### src/rtl/aud_fade_router_if.sv
// ---------------------------------------------------------------------------
// aud_fade_router_if
//   Bundles the sample stream and control levels of aud_fade_router.
//   master : upstream source / testbench (drives samples and controls)
//   slave  : aud_fade_router (drives the scaled samples and route)
//
//   in_valid   1   one-cycle strobe, in_left/in_right hold a new sample
//   in_left    16  signed PCM left
//   in_right   16  signed PCM right
//   mute_req   1   level, 1 = fade to silence and stay there
//   hp_detect  1   level (already synchronous), 1 = headphones present
//   out_valid  1   one-cycle strobe, out_left/out_right updated
//   out_left   16  signed scaled left
//   out_right  16  signed scaled right
//   hp_route   1   route applied downstream, changes only at zero gain
//   muted      1   1 while state is MUTED or HOLD
// ---------------------------------------------------------------------------
interface aud_fade_router_if;
    logic        in_valid;
    logic [15:0] in_left;
    logic [15:0] in_right;
    logic        mute_req;
    logic        hp_detect;
    logic        out_valid;
    logic [15:0] out_left;
    logic [15:0] out_right;
    logic        hp_route;
    logic        muted;

    modport master (
        output in_valid, in_left, in_right, mute_req, hp_detect,
        input  out_valid, out_left, out_right, hp_route, muted
    );

    modport slave (
        input  in_valid, in_left, in_right, mute_req, hp_detect,
        output out_valid, out_left, out_right, hp_route, muted
    );
endinterface

### src/rtl/aud_fade_router.sv
// ---------------------------------------------------------------------------
// aud_fade_router
//   Click/pop suppressor in front of the I2S serializer. Scales stereo PCM
//   by a linear gain that ramps between 0 and unity on mute requests, and on
//   headphone insert/remove fades out, flips the route while silent, holds
//   silence for HOLD_SAMPLES samples and fades back in.
//
//   gClk     in  audio clock, all logic on posedge
//   reset_n  in  asynchronous active-low reset
//   bus      slave modport of aud_fade_router_if (samples, controls, outputs)
//
//   Parameters: GAIN_BITS (gain fraction bits, unity = 2**GAIN_BITS),
//               RAMP_STEP (gain change per ramping sample),
//               HOLD_SAMPLES (zero-gain samples after a route flip, >= 1).
// ---------------------------------------------------------------------------
module aud_fade_router #(
    parameter int GAIN_BITS    = 8,
    parameter int RAMP_STEP    = 1,
    parameter int HOLD_SAMPLES = 4
) (
    input  logic               gClk,
    input  logic               reset_n,
    aud_fade_router_if.slave   bus
);

    localparam int GW     = GAIN_BITS + 1;
    localparam int PROD_W = 16 + GW;
    localparam int HOLD_W = (HOLD_SAMPLES > 1) ? $clog2(HOLD_SAMPLES) : 1;

    localparam logic [GW-1:0]     UNITY_G   = GW'(1 << GAIN_BITS);
    localparam logic [GW-1:0]     STEP_G    = GW'(RAMP_STEP);
    localparam logic [HOLD_W-1:0] HOLD_INIT = HOLD_W'(HOLD_SAMPLES - 1);

    typedef enum logic [2:0] {
        S_MUTED,
        S_HOLD,
        S_RAMP_UP,
        S_ACTIVE,
        S_RAMP_DOWN
    } state_e;

    state_e            state_q, state_d;
    logic [GW-1:0]     gain_q, gain_d;
    logic [HOLD_W-1:0] hold_cnt_q, hold_cnt_d;
    logic              route_q, route_d;

    logic              out_valid_q;
    logic [15:0]       out_left_q, out_right_q;
    logic [15:0]       out_left_d, out_right_d;
    logic              muted;

    logic              want_down;
    logic [GW:0]       gain_up;

    // -----------------------------------------------------------------------
    // State register
    // -----------------------------------------------------------------------
    // NOTE: sequential state uses non-blocking assignments so every register
    // samples the pre-edge value of every other register.
    always_ff @(posedge gClk or negedge reset_n) begin
        if (!reset_n) begin
            state_q    <= S_MUTED;
            gain_q     <= '0;
            hold_cnt_q <= '0;
            route_q    <= 1'b0;
        end else begin
            state_q    <= state_d;
            gain_q     <= gain_d;
            hold_cnt_q <= hold_cnt_d;
            route_q    <= route_d;
        end
    end

    // -----------------------------------------------------------------------
    // Next-state logic; everything holds on cycles without a new sample.
    // -----------------------------------------------------------------------
    assign want_down = bus.mute_req | (bus.hp_detect != route_q);
    assign gain_up   = {1'b0, gain_q} + {1'b0, STEP_G};

    always_comb begin
        // NOTE: every variable gets a default first so no path infers a latch.
        state_d    = state_q;
        gain_d     = gain_q;
        hold_cnt_d = hold_cnt_q;
        route_d    = route_q;

        if (bus.in_valid) begin
            unique case (state_q)
                S_MUTED: begin
                    gain_d = '0;
                    // Route may only change here, where the output is silent.
                    if (bus.hp_detect != route_q) begin
                        route_d    = bus.hp_detect;
                        hold_cnt_d = HOLD_INIT;
                        state_d    = S_HOLD;
                    end else if (!bus.mute_req) begin
                        state_d = S_RAMP_UP;
                    end
                end

                S_HOLD: begin
                    gain_d = '0;
                    if (hold_cnt_q == '0) state_d = S_MUTED;
                    else                  hold_cnt_d = hold_cnt_q - HOLD_W'(1);
                end

                S_RAMP_UP: begin
                    // A reversal keeps the gain for one sample, so there is no jump.
                    if (want_down) begin
                        state_d = S_RAMP_DOWN;
                    end else if (gain_up >= {1'b0, UNITY_G}) begin
                        gain_d  = UNITY_G;
                        state_d = S_ACTIVE;
                    end else begin
                        gain_d = gain_up[GW-1:0];
                    end
                end

                S_ACTIVE: begin
                    gain_d = UNITY_G;
                    if (want_down) state_d = S_RAMP_DOWN;
                end

                S_RAMP_DOWN: begin
                    if (!want_down) begin
                        state_d = S_RAMP_UP;
                    end else if (gain_q <= STEP_G) begin
                        // Clamp at zero instead of wrapping the unsigned gain.
                        gain_d  = '0;
                        state_d = S_MUTED;
                    end else begin
                        gain_d = gain_q - STEP_G;
                    end
                end

                default: state_d = S_MUTED;
            endcase
        end
    end

    // -----------------------------------------------------------------------
    // Output logic: scaling uses the gain before this sample's update.
    // The shift is arithmetic (rounds toward -inf); gain <= unity so the
    // low 16 bits never overflow.
    // -----------------------------------------------------------------------
    always_comb begin
        logic signed [PROD_W-1:0] gain_s;
        logic signed [PROD_W-1:0] left_s;
        logic signed [PROD_W-1:0] right_s;

        gain_s  = {{(PROD_W-GW){1'b0}}, gain_q};
        left_s  = {{(PROD_W-16){bus.in_left[15]}},  bus.in_left};
        right_s = {{(PROD_W-16){bus.in_right[15]}}, bus.in_right};

        out_left_d  = 16'((left_s  * gain_s) >>> GAIN_BITS);
        out_right_d = 16'((right_s * gain_s) >>> GAIN_BITS);

        muted = (state_q == S_MUTED) || (state_q == S_HOLD);
    end

    // Output sample register, latency of one cycle after in_valid.
    // NOTE: only real state is reset here; there are no memories in this block.
    always_ff @(posedge gClk or negedge reset_n) begin
        if (!reset_n) begin
            out_valid_q <= 1'b0;
            out_left_q  <= '0;
            out_right_q <= '0;
        end else begin
            out_valid_q <= bus.in_valid;
            if (bus.in_valid) begin
                out_left_q  <= out_left_d;
                out_right_q <= out_right_d;
            end
        end
    end

    assign bus.out_valid = out_valid_q;
    assign bus.out_left  = out_left_q;
    assign bus.out_right = out_right_q;
    assign bus.hp_route  = route_q;
    assign bus.muted     = muted;

endmodule

### src/flat_wrapper.sv
// flat-port wrapper written by rule: the top's interface ports become plain ports
module aud_fade_router_flat 
#(
    parameter int GAIN_BITS    = 8,
    parameter int RAMP_STEP    = 1,
    parameter int HOLD_SAMPLES = 4
)
  (gClk, reset_n, bus_in_valid, bus_in_left, bus_in_right, bus_mute_req, bus_hp_detect, bus_out_valid, bus_out_left, bus_out_right, bus_hp_route, bus_muted);
  aud_fade_router_if bus_i ();
  input  logic gClk;
  input  logic reset_n;
  input wire logic [$bits(bus_i.in_valid)-1:0] bus_in_valid;
  input wire logic [$bits(bus_i.in_left)-1:0] bus_in_left;
  input wire logic [$bits(bus_i.in_right)-1:0] bus_in_right;
  input wire logic [$bits(bus_i.mute_req)-1:0] bus_mute_req;
  input wire logic [$bits(bus_i.hp_detect)-1:0] bus_hp_detect;
  output wire logic [$bits(bus_i.out_valid)-1:0] bus_out_valid;
  output wire logic [$bits(bus_i.out_left)-1:0] bus_out_left;
  output wire logic [$bits(bus_i.out_right)-1:0] bus_out_right;
  output wire logic [$bits(bus_i.hp_route)-1:0] bus_hp_route;
  output wire logic [$bits(bus_i.muted)-1:0] bus_muted;
  assign bus_i.in_valid = bus_in_valid;
  assign bus_i.in_left = bus_in_left;
  assign bus_i.in_right = bus_in_right;
  assign bus_i.mute_req = bus_mute_req;
  assign bus_i.hp_detect = bus_hp_detect;
  assign bus_out_valid = bus_i.out_valid;
  assign bus_out_left = bus_i.out_left;
  assign bus_out_right = bus_i.out_right;
  assign bus_hp_route = bus_i.hp_route;
  assign bus_muted = bus_i.muted;
  aud_fade_router #(.GAIN_BITS(GAIN_BITS), .RAMP_STEP(RAMP_STEP), .HOLD_SAMPLES(HOLD_SAMPLES)) u_core (.gClk(gClk), .reset_n(reset_n), .bus(bus_i));
endmodule
### config.mk
export PLATFORM = sky130hd
export DESIGN_NAME = aud_fade_router_flat
export DESIGN_NICKNAME = d
export VERILOG_FILES = /design/src/rtl/aud_fade_router_if.sv /design/src/rtl/aud_fade_router.sv /design/src/flat_wrapper.sv
export SDC_FILE = /design/constraint.sdc
export NUM_CORES = 1
export LEC_CHECK = 0
export ABC_AREA = 1
export ABC_CLOCK_PERIOD_IN_PS = 4850
export BUFFER_PORTS_ARGS = -buffer_cell sky130_fd_sc_hd__buf_2
export CORE_ASPECT_RATIO = 1.4
export CORE_MARGIN = 1.5
export CORE_UTILIZATION = 30
export DETAILED_ROUTE_END_ITERATION = 12
export GPL_TIMING_DRIVEN = 0
export PLACE_DENSITY = 0.49
export SLEW_MARGIN = 30
export SYNTH_ARGS = -nofsm -noshare
export SYNTH_HDL_FRONTEND = slang
export SYNTH_SLANG_ARGS = --single-unit
export TNS_END_PERCENT = 50
### constraint.sdc
create_clock -name gClk -period 4.85 [get_ports gClk]
set_input_delay 0 -clock gClk [delete_from_list [all_inputs] [get_ports gClk]]
set_output_delay 0 -clock gClk [all_outputs]
set_load 0.05 [all_outputs]
==> results of run 1 <==
## layout make-up
cell class / count / share of cell area [%]
diodes: 2 / 0.0309
flip-flops and latches: 48 / 7.43
repair buffers: 106 / 4.67
well taps: 552 / 4.26
multi-input cells: 1239 / 67.4
clock inverters: 3 / 0.262
inverters: 486 / 11.3
clock buffers: 5 / 0.771
plain buffers: 73 / 3.90
## routing by layer
metal | track usage [%] | part of all wire (%) | up-vias
met4 | 8.84 | 4.6 | 0
met3 | 1.48 | 2.6 | 100
li1 | - | - | 5582
met2 | 36.9 | 55 | 220
met5 | 0 | 0 | -
met1 | 19.6 | 38 | 5711
## kinds of logic after synthesis
logic type,count (synthesis),synth area share (%)
XOR/XNOR,35,2.32
flip-flops,48,9.09
adder cells (fa/ha/maj),332,44.4
multiplexers,1,0.0852
AND/OR/NAND/NOR,766,23.5
buffers and inverters,561,16.2
AO/OA/AOI/OAI,105,4.42
## cells in the mapped netlist, types with 8 or more instances
library cell and n:
sky130_fd_sc_hd__inv_2 10, sky130_fd_sc_hd__nand3_1 63, sky130_fd_sc_hd__xor2_1 15, sky130_fd_sc_hd__a21oi_1 45, sky130_fd_sc_hd__nand3b_1 8, sky130_fd_sc_hd__o21ai_0 19
sky130_fd_sc_hd__o21ai_1 20, sky130_fd_sc_hd__nor2_1 67, sky130_fd_sc_hd__buf_1 12, sky130_fd_sc_hd__xnor2_1 20, sky130_fd_sc_hd__dfrtp_1 48, sky130_fd_sc_hd__nor3_1 11
sky130_fd_sc_hd__nand4_1 14, sky130_fd_sc_hd__fa_1 228, sky130_fd_sc_hd__nand2_1 586, sky130_fd_sc_hd__buf_2 8, sky130_fd_sc_hd__clkbuf_1 51, sky130_fd_sc_hd__inv_1 473
sky130_fd_sc_hd__ha_1 104
## layout by cell type, fill, tap and decap left out, types with 8 or more instances in the layout
cell type	netlist	routed
sky130_fd_sc_hd__nand2_1	586	525
sky130_fd_sc_hd__inv_1	473	440
sky130_fd_sc_hd__fa_1	228	217
sky130_fd_sc_hd__ha_1	104	70
sky130_fd_sc_hd__buf_4	4	63
sky130_fd_sc_hd__nand3_1	63	56
sky130_fd_sc_hd__nor2_1	67	49
sky130_fd_sc_hd__buf_2	8	45
sky130_fd_sc_hd__dfrtp_1	48	45
sky130_fd_sc_hd__inv_2	10	43
sky130_fd_sc_hd__nand2_2	3	42
sky130_fd_sc_hd__clkbuf_1	51	33
sky130_fd_sc_hd__ha_4	0	31
sky130_fd_sc_hd__a21oi_1	45	23
sky130_fd_sc_hd__o21ai_1	20	23
sky130_fd_sc_hd__nand2_4	0	21
sky130_fd_sc_hd__xnor2_1	20	17
sky130_fd_sc_hd__a21oi_2	0	17
sky130_fd_sc_hd__xor2_1	15	15
sky130_fd_sc_hd__nand4_1	14	14
sky130_fd_sc_hd__clkbuf_16	0	13
sky130_fd_sc_hd__nor2_4	2	13
sky130_fd_sc_hd__o21ai_0	19	13
sky130_fd_sc_hd__nor2_2	4	11
sky130_fd_sc_hd__fa_2	0	11
sky130_fd_sc_hd__nand3b_1	8	8
## critical path, stage by stage, from the launching register on
cell	delay, ps
sky130_fd_sc_hd__dfrtp_2	420
sky130_fd_sc_hd__clkbuf_16	180
sky130_fd_sc_hd__buf_12	160
sky130_fd_sc_hd__nand2_1	60
sky130_fd_sc_hd__inv_1	70
sky130_fd_sc_hd__fa_1	510
sky130_fd_sc_hd__fa_1	610
sky130_fd_sc_hd__fa_2	460
sky130_fd_sc_hd__fa_1	510
sky130_fd_sc_hd__inv_2	50
sky130_fd_sc_hd__fa_1	520
sky130_fd_sc_hd__inv_2	50
sky130_fd_sc_hd__ha_4	310
sky130_fd_sc_hd__nand2_4	80
sky130_fd_sc_hd__nor2_2	140
sky130_fd_sc_hd__nand2_2	70
sky130_fd_sc_hd__nor2_1	100
sky130_fd_sc_hd__nand2_1	60
sky130_fd_sc_hd__nand3_1	100
sky130_fd_sc_hd__inv_1	60
sky130_fd_sc_hd__nand2_2	80
sky130_fd_sc_hd__nand3_4	110
sky130_fd_sc_hd__nand2_2	110
## how the worst max path moves through the flow
stage                                             from  cells past startpoint                              endpoint  slack (ps)
after floorplan           u_core.gain_q[4]$_DFFE_PN0P_                     21   u_core.bus.out_left[13]$_DFFE_PN0P_          20
after detailed placement  u_core.gain_q[4]$_DFFE_PN0P_                     20   u_core.bus.out_left[15]$_DFFE_PN0P_       -1230
final                     u_core.gain_q[4]$_DFFE_PN0P_                     22   u_core.bus.out_left[15]$_DFFE_PN0P_         -40
after global placement    u_core.gain_q[4]$_DFFE_PN0P_                     20   u_core.bus.out_left[15]$_DFFE_PN0P_       -1230
after CTS                 u_core.gain_q[2]$_DFFE_PN0P_                     25  u_core.bus.out_right[15]$_DFFE_PN0P_        -140
after global routing      u_core.gain_q[2]$_DFFE_PN0P_                     22   u_core.bus.out_left[15]$_DFFE_PN0P_        -240
## power groups by stage
| stage | Sequential [mW] | Combinational (mW) | Clock, mW |
|---|---|---|---|
| after floorplan | 1.04 | 1.27 | 0 |
| after global placement | 0.637 | 2.33 | 0 |
| after detailed placement | 0.635 | 2.35 | 0 |
| after CTS | 0.630 | 2.66 | 0.428 |
| after global routing | 0.646 | 3.13 | 0.445 |
| final | 0.627 | 2.87 | 0.414 |
## through the flow
| stage | cells | total power, mW | worst slack [ps] |
|---|---|---|---|
| global placement | 2440 | 2.97 | -1230 |
| global route | 2514 | 4.23 | -237 |
| finish | 2514 | 3.91 | -37.7 |
| detailed placement | 2440 | 2.98 | -1230 |
| floorplan | 1848 | 2.31 | 15.3 |
| CTS | 2484 | 3.71 | -141 |
## flip-flops by register name, indices dropped and copies added, names as in the netlist
| signal | cells |
|---|---|
| u_core.bus.out_right | 16 |
| u_core.state_q | 3 |
| u_core.bus.out_left | 16 |
| u_core.gain_q | 9 |
| u_core.hold_cnt_q | 2 |
| u_core.bus.hp_route | 1 |
| u_core.bus.out_valid | 1 |
## timing repair
| action | in CTS | in global routing |
|---|---|---|
| pin swaps | 32 | 105 |
| buffers inserted | 33 | 28 |
| resized for setup | 203 | 173 |
| endpoints found under the setup margin | 32 | 27 |
| gates cloned | 1 | 1 |
| hold buffers | 3 | 0 |
| endpoints found under the hold margin | 50 | 0 |
==> out/summary.md, run 1 <==
The run finished, with violations left. The final reports fail on DRC, setup timing. The maximum number of pins on one net before global-route repair is 49. The path with the worst hold slack has its endpoint at u_core.state_q[2]$_DFFE_PN0P_. Counting the fill cells in the layout gives 4,647. The total of buffers placed on input and output ports came out at 40.

After technology mapping, the gate count stands at 1,848. The root buffer cell chosen for the clock tree is sky130_fd_sc_hd__clkbuf_16. The tools report the count of different cell masters after synthesis as 42. The tools report the final count of pins violating max slew as 0.

For this configuration, the core starts out at a cell density of 30.5%. At the end of the flow the core is filled with cells to 37.5%. TritonCTS built the clock tree. For this design, the sink count on the clock tree is 48.

At the end of routability-driven placement, the weighted congestion stood at 0.878. The mean post-synth cell area is 7.15 um2, and the largest clock skew in the final design is 8.81 ps. The deepest level of the CTS H-tree is 2.

In this run switching power makes up 53.9% of total power. Shortest period the worst path allows: 4890 ps. The TritonCTS buffer count is 5. For the worst flop-to-flop path, the logic depth is 22. At the worst endpoint, the arrival time is 5130 ps. The sequential cells in the finished layout cover a total of 0.00120 mm2. Dividing the detail-routed wire length by the instance count gives 16.5 um.

In this run the cell area measured after placement is 0.0141 mm2. Clock-pin slew was measured on the worst setup and hold paths at 70 ps. For this block, the via count after detailed routing is 11.6k.

The tools report the clock latency reported for the late side of the worst-skew pair as 310 ps. The share of total power dissipated in the clock network is 10.6%. The maximum fanout along the worst path was 8.

The final-report hold violation count was 0. The worst hold path belongs to the class input port to flop. At the pin with the least slew margin, the transition time is 896 ps. Leakage component of the power: 9.46 nW. The post-detailed-route count of antenna-violating nets was 0.

For this block, the initial DRC count from the detailed router was 524. The count of yosys warnings during synthesis is 0, and the via count of the first global-routing pass is 12.4k. After synthesis, the cell types taking the most area are sky130_fd_sc_hd__fa_1, sky130_fd_sc_hd__nand2_1, sky130_fd_sc_hd__inv_1, sky130_fd_sc_hd__ha_1, sky130_fd_sc_hd__dfrtp_1.

Timing would allow up to 205 MHz. The number of nets in the synthesized netlist is 2,217. STA classifies the critical path endpoint as a flop. The first global-routing pass estimated 65.1 mm of wire. The die is 180 um wide. The sum of negative setup slack came out at -102 ps.

Part of the total power dissipated in sequential elements: 16.0%. The areal power density over the cells was 241 mW/mm2; the post-route cell area was 0.0162 mm2. Data on the critical path is required at its endpoint by 5090 ps.

In this run, synthesis produced a sequential element count of 48. Layout overhead on the synthesized area: 22.8%. The tools report the combinational cell fraction of total power as 73.4%. The post-detailed-route DRC marker count is 3. The run gives 0 as the global-route congestion overflow total. The final layout contains 2,328 nets. Max-cap violations in this run came to 0. Of the post-synthesis cell area, the dominant cell type holds 34.6%.

The proportion of synthesized chip area in sequential cells is 9.09%. The mapped netlist covers 0.0132 mm2. The worst setup path is launched from a flop.

After layout, the worst path uses 101% of the clock period. The core region is 0.0432 mm2. The vias per cell is 4.62. In this run the critical register-to-register path is launched from u_core.gain_q[4]$_DFFE_PN0P_. In this run the deepest clock path goes through 2 buffers. Internal power comes to 1.80 mW.

For this run, the detailed router's first-pass iteration total came to 9. After detailed routing, the total wire length is 41.6 mm. The count of pins on the block boundary is 72. The run gives 0.271 mV as the peak supply drop. Share of synthesized registers carrying an async set or reset: 100%. The critical path is of the flop to flop type. The area occupied by multi-input gates is 0.0109 mm2. Setup slack on the worst reg-to-reg path comes out at -40 ps.

The dominant register cell in the synthesized netlist was sky130_fd_sc_hd__dfrtp_1. Setup repair after global routing could not meet its margin everywhere. The run gives 2 as the number of antenna violations at the first check in global routing.

The biggest area contributor in the post-synthesis netlist is sky130_fd_sc_hd__fa_1. Across every metal layer, demand over resource in global routing totals 18.6%. The endpoint identified for the worst register-to-register timing path is u_core.bus.out_left[15]$_DFFE_PN0P_. The die covers 0.0453 mm2. The logs give -37.7 ps for the minimum setup slack in the final design and 7 for the final number of setup-violating endpoints. Startpoint of the most critical hold path: bus_mute_req. In this run, synthesis inferred 0 flip-flops with an integrated enable. Final worst hold slack: 174 ps. The row count came out at 90. The cell depth of the worst hold path is 5, and the vertical die dimension is 251 um. For this design the total switching power over the nets is 2.11 mW.

The worst-case headroom to the max-slew limit was 40.2%; the half-perimeter wire length after detailed placement was 34.2 mm. The post-route netlist has 19.4% of its cells at a drive strength greater than 1.
(Power assumes the default switching activity.)
==> run 2: changes to the inputs <==
Settings changed: ABC_AREA 1 to 0, ABC_CLOCK_PERIOD_IN_PS 4850 to 5900, PLACE_DENSITY 0.49 to 0.47.
Clock period 4.85 ns to 5.9 ns, I/O delays scaled along.
==> run 2 against run 1 <==
  * The run now ends clean
  * Routed wire length down 21%
  * Sequential share of layout area rose by 1.8 points
  * First-iteration DRC count down 24%
  * Sequential power down 29%
  * Largest cell class unchanged
==> out/summary.md, run 2 <==
Each instance of the synthesized netlist takes up on average 8.95 um2. Of the cells placed in the final design, the portion with a size suffix greater than 1 is 9.65%. The worst setup path is captured at a flop. The tool flagged a number of max-cap violations equal to 0.

The detail route stage leaves a number of antenna-violating nets equal to 0. Wires add up to 32.7 mm. For this design the static power due to leakage is 7.02 nW. Number of antenna violations at the first check in global routing: 2. In this run the number of H-tree levels came out at 2. For this configuration, the core starts out at a cell density of 30.3%. Data required time of the worst path: 6100 ps. The total of buffers placed on input and output ports was 51; the cell count after placement was 1,906.

The vertical die dimension came out at 238 um. Global routing consumed, over all layers together, 17.3% of the routing resources. In this run the most critical hold path is launched from bus_mute_req. For this run, the number of Yosys warnings is 0. The clock passes through at most 2 buffers. After synthesis the cells add up to 0.0119 mm2.

The run gives 20.6 ps as the largest clock skew in the final design. For the area of the core, the log shows 0.0392 mm2. The maximum fanout along the worst path is 10, and the number of standard cells in the layout, taps in and fillers out is 1,916. The net count of the finished layout is 1,756. The final critical-path share of the clock period works out to 95.9%. In this run the worst setup path begins at u_core.gain_q[1]$_DFFE_PN0P_. Die area: 0.0408 mm2.

The library cell used most frequently in the layout, excluding fill and tap cells, is sky130_fd_sc_hd__inv_1. sky130_fd_sc_hd__fa_1 takes more of the synthesized area than any other cell. The tools report the via count of the first global-routing pass as 9,832.

The post-place instance area was 0.0128 mm2; the clock latency reported for the late side of the worst-skew pair was 330 ps. The tools report the total number of vias as 8,935. The startpoint kind of the worst setup timing path is a flop. Net switching is 50.3% of the power. The run gives 1,327 as the gate count of the mapped netlist. Most numerous cell in the Yosys netlist: sky130_fd_sc_hd__inv_1. The tools report the fill cell instance count of the final layout as 4,264. Prior to clock tree synthesis, the placed netlist has a worst setup slack of -542 ps. CTS placed an instance of sky130_fd_sc_hd__clkbuf_16 at the clock tree root.

Summed over all nets, the switching power comes to 0.887 mW. In this run the critical register-to-register path is launched from u_core.gain_q[1]$_DFFE_PN0P_. For the placer congestion estimate, the log shows 0.814.

In the routed layout, each cell is associated on average with a via count of 4.66. For the worst flop-to-flop path, the logic depth is 18. Cells fill 33.4% of the core in the end. Cell internal power was estimated by the tool at 0.876 mW. TritonCTS built the clock tree. The logs give 177 MHz for the top achievable clock speed and 5860 ps for the arrival time reported for the critical path endpoint. For the TritonCTS buffer count, the log shows 5. The total overflow left after global routing is 0. In the synthesized netlist the dominant register cell turns out to be sky130_fd_sc_hd__dfrtp_1. Before antenna repair, the detailed router went through 5 iterations. The repair_antennas step left the layout with diodes totalling 0.

Power spread over the standard cell area amounts to 135 mW/mm2. The run gives 0 as the final-report hold violation count. The synthesized design contains 0 enable-type register cells.

Clock-pin slew was measured on the worst setup and hold paths at 90 ps. The tools report the global-route wire length before repair as 53.0 mm. After layout, the worst setup slack is 242 ps. Headroom to the max-slew limit came out at 40.7%. The peak supply drop was 0.267 mV; the count of pins on the block boundary was 72. Sequential cells burn 25.2% of the power. Maximum number of pins on one net before global-route repair: 49. The worst setup path is of the flop to flop kind. Setup violations remaining at the end of the flow were counted as 0.

For this run, asynchronously set or reset flops after synthesis account for 100%. Summing the sequential cell areas from Yosys gives 10.1% of the chip area. Counting every sink on the clock net gives 48. At the pin with the least slew margin, the transition time is 889 ps.

For the starting DRC count in detailed routing, the log shows 396. From synthesis to final layout, the design area changed by 10.3%. The run gives 0 as the final count of pins violating max slew.

The tools report the post-detailed-route DRC marker count as 0. The share of synthesized area in the top cell type comes to 38.4%. The shortest period the worst path allows came out at 5660 ps. After synthesis, the netlist uses 65 different library cells. The combinational cell fraction of total power is 56.1%, and the die extent in x is 171 um. Path category of the worst min-delay check: input port to flop. Sorting the synthesized cells by how often they occur yields sky130_fd_sc_hd__inv_1, sky130_fd_sc_hd__fa_1, sky130_fd_sc_hd__nand2_1. The cell depth of the worst hold path works out to 3.

When the netlist entered floorplanning its net count stood at 1,696. In the post-synthesis netlist, the biggest area contributors are sky130_fd_sc_hd__fa_1, sky130_fd_sc_hd__ha_1, sky130_fd_sc_hd__dfrtp_1, sky130_fd_sc_hd__inv_1, sky130_fd_sc_hd__and2_1. The floorplan has 86 rows.

After routing the design area is 0.0131 mm2. Detailed placement ended at an HPWL of 26.5 mm. The clock network fraction of design power is 18.7%, and the register bit count reported by yosys is 48. After detailed routing, the average wire length per cell comes to 17.1 um. The top cell types in the final layout, fill and taps aside, are sky130_fd_sc_hd__inv_1, sky130_fd_sc_hd__fa_1, sky130_fd_sc_hd__nand2_1. The flow ran to the end, and the final reports show no timing, DRC or antenna violations.
run 2: cell count changes after synthesis, sizes merged, moves of 9 or more:
| cell | previous run | this run |
|---|---|---|
| a21oi | 45 | 29 |
| inv | 484 | 284 |
| mux2 | 1 | 18 |
| o21ai | 41 | 22 |
| nand3 | 66 | 12 |
| nand2 | 589 | 186 |
| clkbuf | 51 | 40 |
| o31ai | 2 | 13 |
| xnor2 | 20 | 29 |
| and2 | 3 | 132 |
| nor2 | 73 | 39 |
run 2: critical path, cell delays in order, from the launching register on:
cell and delay (ps):
sky130_fd_sc_hd__dfrtp_1 350, sky130_fd_sc_hd__buf_4 190, sky130_fd_sc_hd__buf_4 260, sky130_fd_sc_hd__nand2_1 180, sky130_fd_sc_hd__fa_2 650, sky130_fd_sc_hd__inv_1 100
sky130_fd_sc_hd__fa_1 460, sky130_fd_sc_hd__fa_1 510, sky130_fd_sc_hd__fa_1 500, sky130_fd_sc_hd__inv_1 60, sky130_fd_sc_hd__fa_1 500, sky130_fd_sc_hd__inv_1 40
sky130_fd_sc_hd__ha_1 310, sky130_fd_sc_hd__a21oi_1 140, sky130_fd_sc_hd__nor2b_1 90, sky130_fd_sc_hd__or3_1 380, sky130_fd_sc_hd__o41ai_4 430, sky130_fd_sc_hd__xnor2_1 120
sky130_fd_sc_hd__mux2_2 270
run 2: area by class of cell:
| cell class | count | area (um2) | area share, % |
|---|---|---|---|
| Buffer | 61 | 313 | 2.39 |
| Timing Repair Buffer | 57 | 310 | 2.37 |
| Multi-Input combinational cell | 930 | 9390 | 71.7 |
| Clock buffer | 6 | 139 | 1.06 |
| Inverter | 284 | 1070 | 8.14 |
| Sequential cell | 48 | 1200 | 9.20 |
| Tap cell | 528 | 661 | 5.04 |
| Clock inverter | 2 | 15.0 | 0.115 |
run 2: power groups by stage:
stage	combinational [mW]	clock (mW)	sequential [mW]
global route	1.10	0.352	0.456
global placement	0.992	0	0.450
detailed placement	0.997	0	0.453
floorplan	0.527	0	0.641
CTS	1.00	0.345	0.447
finish	0.988	0.330	0.445
run 2: kinds of logic after synthesis:
family | Yosys count | synth area share, %
flip-flops | 48 | 10.1
adder cells (fa/ha/maj) | 332 | 49.4
buffers and inverters | 349 | 11.1
multiplexers | 18 | 1.71
XOR/XNOR | 39 | 2.88
AO/OA/AOI/OAI | 127 | 7.73
AND/OR/NAND/NOR | 414 | 17.1
run 2: path summary, 6_finish.rpt:
path	end	slack, ps
setup / recovery	u_core.bus.out_right[15]$_DFFE_PN0P_	240
hold / removal	u_core.state_q[2]$_DFFE_PN0P_	110
setup reg to reg	u_core.bus.out_right[15]$_DFFE_PN0P_	240
hold reg to reg	u_core.bus.out_left[8]$_DFFE_PN0P_	480
max in group asynchronous	u_core.gain_q[3]$_DFFE_PN0P_	5090
min in group asynchronous	u_core.bus.out_left[15]$_DFFE_PN0P_	270
run 2: layer usage:
metal | vias up | routed length, um | GRT usage (%)
li1 | 4161 | - | -
met1 | 4590 | 13500 | 21.0
met2 | 148 | 17300 | 31.4
met3 | 34 | 1050 | 2.04
met4 | 2 | 838 | 5.37
met5 | - | 11 | 0
run 2: repair_timing:
action / in CTS / in global routing
hold buffers: 3 / 0
setup buffers: 0 / 3
gates resized for setup: 28 / 37
endpoints found under the hold margin: 50 / 0
pin swaps: 0 / 2
setup endpoints to repair: 24 / 15
run 2: per-stage QoR:
step                setup TNS [ps]  hold WS [ps]  power (mW)
CTS                          -4.47           101        1.80
floorplan                        0          -296        1.17
global placement             -5480           186        1.44
global route                 -3.75           132        1.91
detailed placement           -6110           119        1.45
finish                           0           114        1.76
==> run 3: changes to the inputs <==
Settings changed: BUFFER_PORTS_ARGS -buffer_cell sky130_fd_sc_hd__buf_2 to -buffer_cell sky130_fd_sc_hd__buf_4.
==> run 3 against run 2 <==
  * Final cell count grew 0.21%
  * Global-route usage hardly changed
  * Fmax fell by 0.13%
  * Critical endpoint is now u_core.bus.out_left[9]$_DFFE_PN0P_
==> out/summary.md, run 3 (synthesis gave the netlist of run 2 again) <==
The filler cells instantiated in the layout total 4,194. For the die area, the log shows 0.0408 mm2. TritonCTS built the clock tree. The logs give 0 for the final count of pins violating max slew and 13.6 mm for the detailed-routing wirelength on met1. The worst stage delay on the critical path works out to 520 ps. The tree is rooted in a sky130_fd_sc_hd__clkbuf_16.

The final number of setup-violating endpoints is 0, and the switching share of power is 48.9%. The clock reaches the later pin of the worst-skew pair after 330 ps. The initial standard-cell utilization of the core was 30.3%. The tool flagged a number of max-cap violations equal to 0. From synthesis to final layout, the design area changed by 11.6%. The worst-case IR drop observed on VDD is 0.182 mV.

The global-route congestion overflow total was 0; the die extent in x was 171 um. The antenna diode instance count was 0; the post-detailed-routing wire length was 33.0 mm. The cell that appears most often on the critical path is sky130_fd_sc_hd__fa_1. The floorplan step defined a core boundary enclosing 0.0392 mm2.

Counting both buffers and inverters, the worst setup path holds a total of 4. At the end of routability-driven placement, the weighted congestion stood at 0.807. For the final-report hold violation count, the log shows 0.

For the deepest level of the CTS H-tree, the log shows 2. The startpoint kind of the worst setup timing path was a flop. Based on the critical path, the design can be clocked at up to 176 MHz. Summed over all cells, the static leakage comes to 7.06 nW. The total met3 wirelength after detailed routing was 1.17 mm. The run finished with clean final reports. Data on the critical path is required at its endpoint by 6100 ps. The logs give 1 for the number of antenna violations at the first check in global routing and 55.8% for the combinational cell fraction of total power. The clock slew seen by the registers of the worst setup and hold paths was 80 ps; the slew at the pin closest to its max-slew limit was 864 ps.

Traced cell by cell, the critical path runs through clkbuf_1, clkbuf_2, and2_1, ha_1, fa_1, fa_1, fa_1, inv_1, fa_1, inv_1, ha_1, a21oi_2, a21oi_1, a211o_1, a21oi_2, a21boi_1, or2_1, xor2_1, mux2_2. The run gives 19.9% as the clock network fraction of design power. From bottom edge to top edge, the die measures 238 um. The tools report the switching power as 0.904 mW. Path category of the worst min-delay check: input port to flop. For this run, design rule violations remaining after detail routing come to 0. Summed over all nets, wire length on met2 after detailed routing comes to 17.4 mm. The detailed router finished its first iteration with 360 violations. The vias per cell was 4.67; the mean routed wirelength per cell was 17.2 um.

Summing over every cut layer, the via total after detailed routing is 8,960. The first TritonRoute pass finished after 5 iterations. The largest clock skew in the final design was 19.7 ps; the fraction of layout cells with a size suffix above 1 was 9.84%. The final layout contains 1,760 nets. The logs give 48 for the count of clock tree sinks and 72 for the count of pins on the block boundary.

The longest clock path from root to sink contains 2 buffers. The first global-routing pass estimated 52.9 mm of wire. In this run the tightest slew margin relative to its limit is 42.4%.

Hold timing on the final database bottoms out at a slack of 70.6 ps. The type of destination of the critical path was a flop. Once detailed placement completed, the half-perimeter wirelength came to 26.5 mm. The critical path is of the flop to flop type. Number of cells traversed by the worst register-to-register path: 19. Along the worst hold path, the cell count comes to 3.

In this run the remaining antenna-violating nets after routing total 0. The tools report the TritonCTS buffer count as 5. During placement, the flow inserted port buffers numbering 51. Along the worst path, the maximum fanout reaches 10. After floorplanning, the core was divided into 86 placement rows. The final critical-path share of the clock period was 96.0%. Entering global routing, the biggest net connects 49 pins. The areal power density over the cells is 140 mW/mm2. The arrival time reported for the critical path endpoint is 5860 ps. For the internal power consumption, the log shows 0.946 mW. In this design, the largest share of critical-path delay is due to adder cells. The via count of the first global-routing pass is 9,835. After detailed routing, no signal wire sits above met5.

The part of the total power dissipated in sequential elements was 24.3%. Across every metal layer, demand over resource in global routing totals 17.2%. The most common cell after layout, fill and taps aside is sky130_fd_sc_hd__inv_1. The library cells used most frequently in the layout, excluding fill and tap cells, are sky130_fd_sc_hd__inv_1, sky130_fd_sc_hd__fa_1, sky130_fd_sc_hd__nand2_1.

The worst path needs 5670 ps of the cycle, external delays included. The cell count along the critical path is 19. The tools report the final total power as 1.85 mW. The largest individual stage delay along the critical path comes from the cell sky130_fd_sc_hd__fa_1.
[run 3: cell types whose count changed in the layout (fill, tap and decap cells not counted), moves of 2 or more]
cell                         previous run  this run
sky130_fd_sc_hd__buf_2                 59         8
sky130_fd_sc_hd__buf_4                  9        60
sky130_fd_sc_hd__clkbuf_2               7        10
sky130_fd_sc_hd__clkbuf_4               4         7
sky130_fd_sc_hd__a211oi_1               3         5
sky130_fd_sc_hd__a211oi_2               2         0
sky130_fd_sc_hd__buf_6                  4         2
sky130_fd_sc_hd__clkinvlp_4             2         0
[run 3: per-layer routing]
metal,track usage (%),vias to the layer above
met2,31.2,141
met5,0,-
met1,20.9,4614
met3,2.37,33
met4,5.50,2
li1,-,4170
[run 3: final cells by class]
| cell class | count | area [um2] | share of cell area, % |
|---|---|---|---|
| inverter | 284 | 1070 | 8.04 |
| timing repair buffer | 60 | 458 | 3.46 |
| clock inverter | 2 | 35.0 | 0.264 |
| sequential | 48 | 1200 | 9.09 |
| tap | 528 | 661 | 4.99 |
| multi-input combinational | 930 | 9390 | 70.9 |
| clock buffer | 6 | 129 | 0.973 |
| buffer | 62 | 308 | 2.32 |
[run 3: worst min-delay path: stages]
cell and delay (ps):
sky130_fd_sc_hd__buf_4 120, sky130_fd_sc_hd__nor3_1 70, sky130_fd_sc_hd__o31ai_1 180
[run 3: final timing paths]
| kind | to | slack [ps] | startpoint |
|---|---|---|---|
| setup / recovery | u_core.bus.out_left[9]$_DFFE_PN0P_ | 230 | u_core.gain_q[7]$_DFFE_PN0P_ |
| hold / removal | u_core.state_q[2]$_DFFE_PN0P_ | 70 | bus_mute_req |
| setup reg to reg | u_core.bus.out_left[9]$_DFFE_PN0P_ | 230 | u_core.gain_q[7]$_DFFE_PN0P_ |
| hold reg to reg | u_core.bus.out_left[12]$_DFFE_PN0P_ | 490 | u_core.bus.out_left[12]$_DFFE_PN0P_ |
| max in group asynchronous | u_core.gain_q[3]$_DFFE_PN0P_ | 5070 | reset_n |
| min in group asynchronous | u_core.bus.out_left[15]$_DFFE_PN0P_ | 290 | reset_n |
[run 3: per-stage QoR]
| stage | cell area [um2] | instances | utilization (%) | TNS (ps) | setup WS (ps) |
|---|---|---|---|---|---|
| after floorplan | 11900 | 1327 | - | 0 | 371 |
| after global placement | 12900 | 1906 | 33.0 | -5440 | -550 |
| after detailed placement | 12900 | 1906 | 33.0 | -6440 | -606 |
| after CTS | 13200 | 1914 | 33.6 | -46.0 | -46.0 |
| after global routing | 13300 | 1920 | 33.8 | -17.9 | -9.72 |
| final | 13300 | 1920 | 33.8 | 0 | 234 |
[run 3: what timing repair did]
item                                    CTS  global route
hold buffers                              3             0
endpoints found under the setup margin   24            17
hold endpoints to repair                 50             0
setup buffers                             0             6
gates resized for setup                  26            33
pin swaps                                 0             4
[run 3: power groups by stage]
stage	registers [mW]	clock network, mW	logic [mW]
6_report	0.449	0.368	1.03
5_1_grt	0.460	0.385	1.14
4_1_cts	0.452	0.383	1.04
3_5_place_dp	0.456	0	1.04
3_3_place_gp	0.454	0	1.03
2_1_floorplan	0.641	0	0.527
